$ cat config.mk
export PLATFORM = sky130hd
export DESIGN_NAME = uart_tx_frame
export DESIGN_NICKNAME = d
export VERILOG_FILES = /design/src/rtl/uart_pkg.sv /design/src/rtl/uart_baud_gen.sv /design/src/rtl/uart_tx_frame.sv
export SDC_FILE = /design/constraint.sdc
export NUM_CORES = 1
export LEC_CHECK = 0
export CAP_MARGIN = 30
export CORE_MARGIN = 3
export CORE_UTILIZATION = 30
export DETAILED_ROUTE_END_ITERATION = 7
export HOLD_SLACK_MARGIN = 0.1
export PLACE_DENSITY = 0.59
export REMOVE_ABC_BUFFERS = 1
export SLEW_MARGIN = 10
export SYNTH_ARGS = -nofsm -noshare
export SYNTH_HDL_FRONTEND = slang
export SYNTH_SLANG_ARGS = --single-unit
export TNS_END_PERCENT = 10
$ cat constraint.sdc
create_clock -name clk -period 2.92 [get_ports clk]
set_clock_uncertainty 0.15 [all_clocks]
set_input_delay 0.584 -clock clk [delete_from_list [all_inputs] [get_ports clk]]
set_output_delay 0.584 -clock clk [all_outputs]
set_load 0.01 [all_outputs]
$ cat src/rtl/uart_pkg.sv
// Shared UART definitions: parity mode codes and the frame FSM state encoding.
// Used by the transmitter now and intended for the receiver as well.
package uart_pkg;

  localparam int PARITY_NONE = 0;
  localparam int PARITY_EVEN = 1;
  localparam int PARITY_ODD  = 2;

  typedef enum logic [2:0] {
    IDLE   = 3'd0,
    START  = 3'd1,
    DATA   = 3'd2,
    PARITY = 3'd3,
    STOP   = 3'd4
  } uart_state_t;

endpackage

$ cat src/rtl/uart_baud_gen.sv
// Bit-period timer: counts 0..CLKS_PER_BIT-1 and flags the last cycle of
// each bit period. 'clear' holds the count at zero so that a frame starts
// on a clean bit boundary.
module uart_baud_gen #(
  parameter int CLKS_PER_BIT = 434
) (
  input  logic clk,
  input  logic reset,
  input  logic clear,
  output logic tick
);

  localparam int CNT_W = (CLKS_PER_BIT > 1) ? $clog2(CLKS_PER_BIT) : 1;
  localparam logic [CNT_W-1:0] LAST_CNT = CNT_W'(CLKS_PER_BIT - 1);

  logic [CNT_W-1:0] cnt_reg;

  assign tick = (cnt_reg == LAST_CNT);

  // Free-running bit-period counter, wraps to zero after the terminal count.
  always_ff @(posedge clk) begin
    if (reset || clear) begin
      cnt_reg <= '0;
    end else if (tick) begin
      cnt_reg <= '0;
    end else begin
      cnt_reg <= cnt_reg + 1'b1;
    end
  end

endmodule

$ cat src/rtl/uart_tx_frame.sv
// Parametrised UART transmitter: one word per valid/ready handshake, sent as
// start bit, DATA_BITS data bits LSB-first, optional parity, 1 or 2 stop bits.
// The serial line is a registered output so it never glitches.
module uart_tx_frame
  import uart_pkg::*;
#(
  parameter int CLKS_PER_BIT = 434,
  parameter int DATA_BITS    = 8,
  parameter int PARITY_MODE  = 0,
  parameter int STOP_BITS    = 1
) (
  input  logic                 clk,
  input  logic                 reset,
  input  logic [DATA_BITS-1:0] tx_data,
  input  logic                 tx_valid,
  output logic                 tx_ready,
  output logic                 tx,
  output logic                 busy,
  output logic                 frame_done
);

  // Refuse to build with parameters the framing logic does not support.
  if ((DATA_BITS < 5) || (DATA_BITS > 9) || (STOP_BITS < 1) || (STOP_BITS > 2) ||
      (PARITY_MODE < PARITY_NONE) || (PARITY_MODE > PARITY_ODD) || (CLKS_PER_BIT < 2)) begin : g_bad_param
    $fatal(1, "uart_tx_frame: illegal parameter combination");
  end

  localparam int BIT_W = $clog2(DATA_BITS + 1);
  localparam logic [BIT_W-1:0] LAST_DATA = BIT_W'(DATA_BITS - 1);
  localparam logic [BIT_W-1:0] LAST_STOP = BIT_W'(STOP_BITS - 1);
  localparam bit HAS_PARITY = (PARITY_MODE != PARITY_NONE);

  uart_state_t          state_reg, state_next;
  logic [DATA_BITS-1:0] shift_reg, shift_next;
  logic [BIT_W-1:0]     bit_cnt_reg, bit_cnt_next;
  logic                 parity_reg, parity_next;
  logic                 tx_reg, tx_next;
  logic                 baud_clear;
  logic                 baud_tick;

  // The baud timer sits at zero while idle, so START lasts a full bit period.
  assign baud_clear = (state_reg == IDLE);

  uart_baud_gen #(
    .CLKS_PER_BIT(CLKS_PER_BIT)
  ) u_baud_gen (
    .clk  (clk),
    .reset(reset),
    .clear(baud_clear),
    .tick (baud_tick)
  );

  assign tx_ready = (state_reg == IDLE);
  assign busy     = (state_reg != IDLE);
  assign tx       = tx_reg;

  // Next-state, datapath and frame_done decode; tx is derived from the next
  // state so the line flop changes on the same edge as the FSM.
  always_comb begin
    state_next   = state_reg;
    shift_next   = shift_reg;
    bit_cnt_next = bit_cnt_reg;
    parity_next  = parity_reg;
    frame_done   = 1'b0;
    tx_next      = 1'b1;

    case (state_reg)
      IDLE: begin
        if (tx_valid) begin
          state_next   = START;
          shift_next   = tx_data;
          bit_cnt_next = '0;
          parity_next  = (PARITY_MODE == PARITY_ODD) ? ~^tx_data : ^tx_data;
        end
      end
      START: begin
        if (baud_tick) begin
          state_next   = DATA;
          bit_cnt_next = '0;
        end
      end
      DATA: begin
        if (baud_tick) begin
          shift_next = shift_reg >> 1;
          if (bit_cnt_reg == LAST_DATA) begin
            bit_cnt_next = '0;
            state_next   = HAS_PARITY ? PARITY : STOP;
          end else begin
            bit_cnt_next = bit_cnt_reg + 1'b1;
          end
        end
      end
      PARITY: begin
        if (baud_tick) begin
          state_next   = STOP;
          bit_cnt_next = '0;
        end
      end
      STOP: begin
        if (baud_tick) begin
          if (bit_cnt_reg == LAST_STOP) begin
            state_next = IDLE;
            frame_done = 1'b1;
          end else begin
            bit_cnt_next = bit_cnt_reg + 1'b1;
          end
        end
      end
      default: begin
        state_next = IDLE;
      end
    endcase

    case (state_next)
      START:   tx_next = 1'b0;
      DATA:    tx_next = shift_next[0];
      PARITY:  tx_next = parity_next;
      default: tx_next = 1'b1;
    endcase
  end

  // State, shift register, bit counter, parity and line registers.
  always_ff @(posedge clk) begin
    if (reset) begin
      state_reg   <= IDLE;
      shift_reg   <= '0;
      bit_cnt_reg <= '0;
      parity_reg  <= 1'b0;
      tx_reg      <= 1'b1;
    end else begin
      state_reg   <= state_next;
      shift_reg   <= shift_next;
      bit_cnt_reg <= bit_cnt_next;
      parity_reg  <= parity_next;
      tx_reg      <= tx_next;
    end
  end

endmodule
* Yosys cells after proc, flatten, opt, wreduce, memory -nomap -nowiden
Index checks and enable logic that the tools add are counted.
** Cells by class
- Add/sub/neg operators :: 2
- Reduce and logical (&&, ||, !) cells :: 11
- Mux-type cells :: 24
- Equality and inequality tests :: 14
** Operators by type and width (number)
- 4-bit 2-to-1 mux :: 6
- 3-bit 2-to-1 mux :: 7
- 8-bit 2-to-1 mux :: 2
- 4-bit one-hot mux with 4 select lines :: 1
- 8-bit one-hot mux with 2 select lines :: 1
- 3-bit one-hot mux with 5 select lines :: 1
- 3-bit by 2-bit == test with 1-bit output (second input constant) :: 4
- 9-bit by 1-bit adder with 9-bit output (second input constant) :: 1
- 9-bit == test (second input constant) :: 1
- 2-bit inequality test (second input constant) :: 4
- 8-bit XOR reduction :: 1
- 3-bit by 1-bit == test with 1-bit output (second input constant) :: 2
- 6-bit AND reduction :: 1
- 1-bit 2-to-1 mux :: 5
- 4-bit by 1-bit adder with 4-bit output (second input constant) :: 1
- 4-bit by 3-bit == test with 1-bit output (second input constant) :: 1
- 4-bit logical NOT :: 1
- 4-bit nonzero test :: 1
- 2-bit OR reduction :: 2
- 3-bit == test (second input constant) :: 1
- 3-bit logical NOT :: 1
- 1-bit one-hot mux with 3 select lines :: 1
- 3-bit AND reduction :: 1
- 3-bit nonzero test :: 1
- 3 further kinds :: 3
** Storage, ports and cells
- Bits of input ports :: 11
- Output and inout bits :: 4
- Register bits after elaboration :: 26
- Logic and storage cells :: 58

* Logic depth before layout (Yosys ltp)
- Word-level depth :: 6
- Gate-level depth with buffers :: 7
- Mapped depth without buffers :: 7

* Modules after synthesis
From an unflattened synthesis, not the netlist that was laid out.
** Unflattened totals
- Cells, all modules :: 162
- Area total of the unflattened synthesis :: 1395.1 µm²
** By module, submodules not included
- uart_tx_frame :: cells each 116, seq. area each 340.3 µm², instances 1, area each 980.9 µm²
- uart_baud_gen :: cells each 46, seq. area each 180.2 µm², instances 1, area each 414.1 µm²

* Worst setup path after synthesis
Ideal clock, no wire load.
- Path kind :: register to output
- Start :: register u_baud_gen.cnt_reg[2]
- End :: output port frame_done
- Cell stages (with the launch flop) :: 5
- Arrival :: 1545 ps
- Setup slack :: 641 ps
- Path buffers :: 1
- Data required time :: 2186 ps
- Cells stage by stage :: dfxtp_1 > or4b_1 > buf_2 > or2_1 > nor3_1
** On the way
- Word-level cells in the longest chain between the ends :: 3
** RTL lines
- from (decl) :: line uart_baud_gen.sv:16 : logic [CNT_W-1:0] cnt_reg;
- from (signal assigned) :: line uart_baud_gen.sv:27 : cnt_reg <= cnt_reg + 1'b1;
- 9-bit == test :: line uart_baud_gen.sv:18 : assign tick = (cnt_reg == LAST_CNT);
- 1-bit 2-to-1 mux :: line uart_tx_frame.sv:100 : if (baud_tick) begin
- 1-bit 2-to-1 mux :: line uart_tx_frame.sv:67 : case (state_reg)
- to (decl) :: line uart_tx_frame.sv:19 : output logic frame_done
Every way passes these cells.

* Worst setup path after layout
Same ends and word-level chain as after synthesis.

==> run metrics <==
CTS Buf Count 3; Primary FF master, synth dfxtp_1; area post-placement around 1600 sq um; TritonCTS clock tree built; DRC violations left 0; share of the synthesized area in the top cell type 38.81%; Reg2Reg Depth 6; register area share after synthesis 38.81%; H-tree depth 1; Yosys cell types 40; final hold vios 0; CP Capture Type output port; ant diodes 0; hold slack 309.8 ps; CTS root buf clkbuf_8; Area contributors post-synth dfxtp_1 39%, xnor2_1 6.5%, a21oi_1 5.6%; initial core utilization 32.37%; Synth Warn # 0; vias in the first global route 1061; post-route antenna net violation count 0; asr flop ratio synth 0%; 1st-iter DRT viols 60; max-cap violation count 0; setup repair bufs after CTS 0; CP Launch Type flop; First-pass DRT Iterations 4; non-filler instance count after layout between 200 and 250; Multi-input gate area around 770 sq um; worst min path class reg2reg; number of flops mapped to enable cells by yosys 0; CTS clk-pin slew, worst paths ~80 ps; Die Width 72.87 microns; leading area contributor after synthesis dfxtp_1; unrepaired setup endpoints after global routing false; post-DR wirelength/cell between 10 and 15 microns; CP Data Arrival Time 1960 ps; PwrDens 417.0 nW/um^2; maximum fanout along the worst path 5; DIE AREA 5309 sq um; Sequential Area 520.5 sq um; final wirelength around 2.7 mm; Max Clock Freq approximately 370 MHz; Area Overhead vs Synth 19.12%; syn avg cell area 8.767 sq um; Cell Rows 23; Die Y approximately 73 microns; Total GRT Usage 11.04%; Yosys reg bits 26; Post-Syn Area around 1300 sq um; CTS Sinks 26; Leak Pwr between 0.0005 and 0.0006 uW; largest net degree at the start of global routing 18; post-DP HPWL between 2 and 2.5 mm; I/O pins 15; DP Worst Slack between 200 and 250 ps; number of port buffers 14; Fin Setup TNS 0 ps; fillers 449; hold path cells 2; layout net count between 150 and 200; first-pass GRT wire length 4.602 mm; setup ws final ~230 ps; Worst Tran Pin Value ~500 ps; design area approximately 1600 sq um; fin crit period approximately 2700 ps; Pins Over Slew Limit 0; Mapped Cells approximately 150; worst path required time 2190 ps; layout cell share with drive strength beyond 1 about a tenth; GR Overflow Total 0; Via Count 1097; Final Cycle Share between 90 and 100%; placed cells 216; Via-to-Cell Ratio around 5; clk buf depth 2; RePlAce Congestion about 0.83; initial antenna violation count 0; Largest register FFs 9; Max-Slew Margin vs Limit around two thirds; run status finished clean; endpoints failing setup 0; clk_lat worst skew 270 ps; core footprint between 4000 and 5000 sq um; worst setup path category reg2out; maximum vdd drop slightly above 0.2 mV
## routing by layer
metal	vias to the layer above	routed length, microns	GRT usage [%]
met5	-	0	0
met4	0	44	3.689
met3	5	101	3.306
met2	21	1262	18.14
met1	500	1294	13.75
li1	571	-	-
## logic make-up (layout without fill, tap and decap cells)
| logic type | Yosys count | in the layout | share of synthesized area [%] |
|---|---|---|---|
| buffers and inverters | 13 | 29 | 3.731 |
| AND/OR/NAND/NOR | 57 | 57 | 25.37 |
| AO/OA/AOI/OAI | 39 | 39 | 19.22 |
| flip-flops | 26 | 26 | 38.81 |
| XOR/XNOR | 14 | 14 | 9.141 |
| adder cells (fa/ha/maj) | 4 | 4 | 3.731 |
## synthesized netlist by cell type, drive strengths merged, types with 2 or more instances
master,number
nor2,16
o21a,2
nor2b,4
a211oi,2
nor4b,2
or3,2
or2,2
o21ai,4
a22oi,6
xor2,4
dfxtp,26
nand3,3
xnor2,10
o21ba,2
nand3b,2
or4,2
inv,7
or4b,2
clkbuf,5
ha,4
nor3,3
and3,2
a21oi,16
nand2,12
## metrics by stage
stage / util [%] / total power, uW
2_1_floorplan: - / 437.5
3_3_place_gp: 37.59 / 476.6
3_5_place_dp: 37.59 / 478.7
4_1_cts: 38.56 / 680.8
5_1_grt: 38.56 / 703.1
6_report: 38.56 / 666.2
## layout by cell type, fill, tap and decap left out, types with 2 or more instances in the layout
cell             synthesis  final
dfxtp_1                 26     26
a21oi_1                 15     15
buf_4                    0      5
xnor2_1                 10     10
nor2b_1                  4      4
a211oi_1                 2      2
nand3_1                  3      3
o21a_1                   2      2
xor2_1                   4      4
o21ai_0                  4      4
clkdlybuf4s50_1          0     13
nand3b_1                 2      2
nor3_1                   3      3
inv_1                    7      7
or4_1                    2      2
a22oi_1                  6      6
clkbuf_8                 0      3
nand2_1                 12     12
o21ba_2                  2      2
nor4b_4                  2      2
ha_1                     4      4
or3_1                    2      2
nor2_1                  15     15
or4b_1                   2      2
and3_1                   2      2
## timing repair
item	4_1_cts	5_1_grt
resized for setup	1	0
setup endpoints to repair	1	0
hold buffers	0	0
## area by class of cell
class                      count  share of cell area (%)
clock buffer                   3                   2.584
inverter                       7                   1.644
multi-input combinational    114                   48.24
sequential                    26                   32.58
tap                           50                   3.915
timing repair buffer          19                   11.04
## critical path, stage by stage, from the launching register on
cell and delay, ps:
dfxtp_1 360, or4b_1 570, or2_1 280, nor3_1 200, dlygate4sd2_1 290
## final timing paths
check	slack (ps)	to	start
setup / recovery	230	frame_done	u_baud_gen.cnt_reg[2]$_SDFF_PP0_
hold reg to reg	310	shift_reg[5]$_SDFFE_PP0P_	shift_reg[5]$_SDFFE_PP0P_
setup reg to reg	640	bit_cnt_reg[1]$_SDFFE_PP0P_	u_baud_gen.cnt_reg[2]$_SDFF_PP0_
hold / removal	310	shift_reg[5]$_SDFFE_PP0P_	shift_reg[5]$_SDFFE_PP0P_
## report_power, final
group          switching (uW)  internal [uW]  total [uW]  leakage, uW
logic                    43.4           50.0        93.4     0.000312
registers                10.0            367         377     0.000212
clock network             104           92.3         196    0.0000216
total                     157            509         666     0.000545
Power figures use the tool's default switching activity.
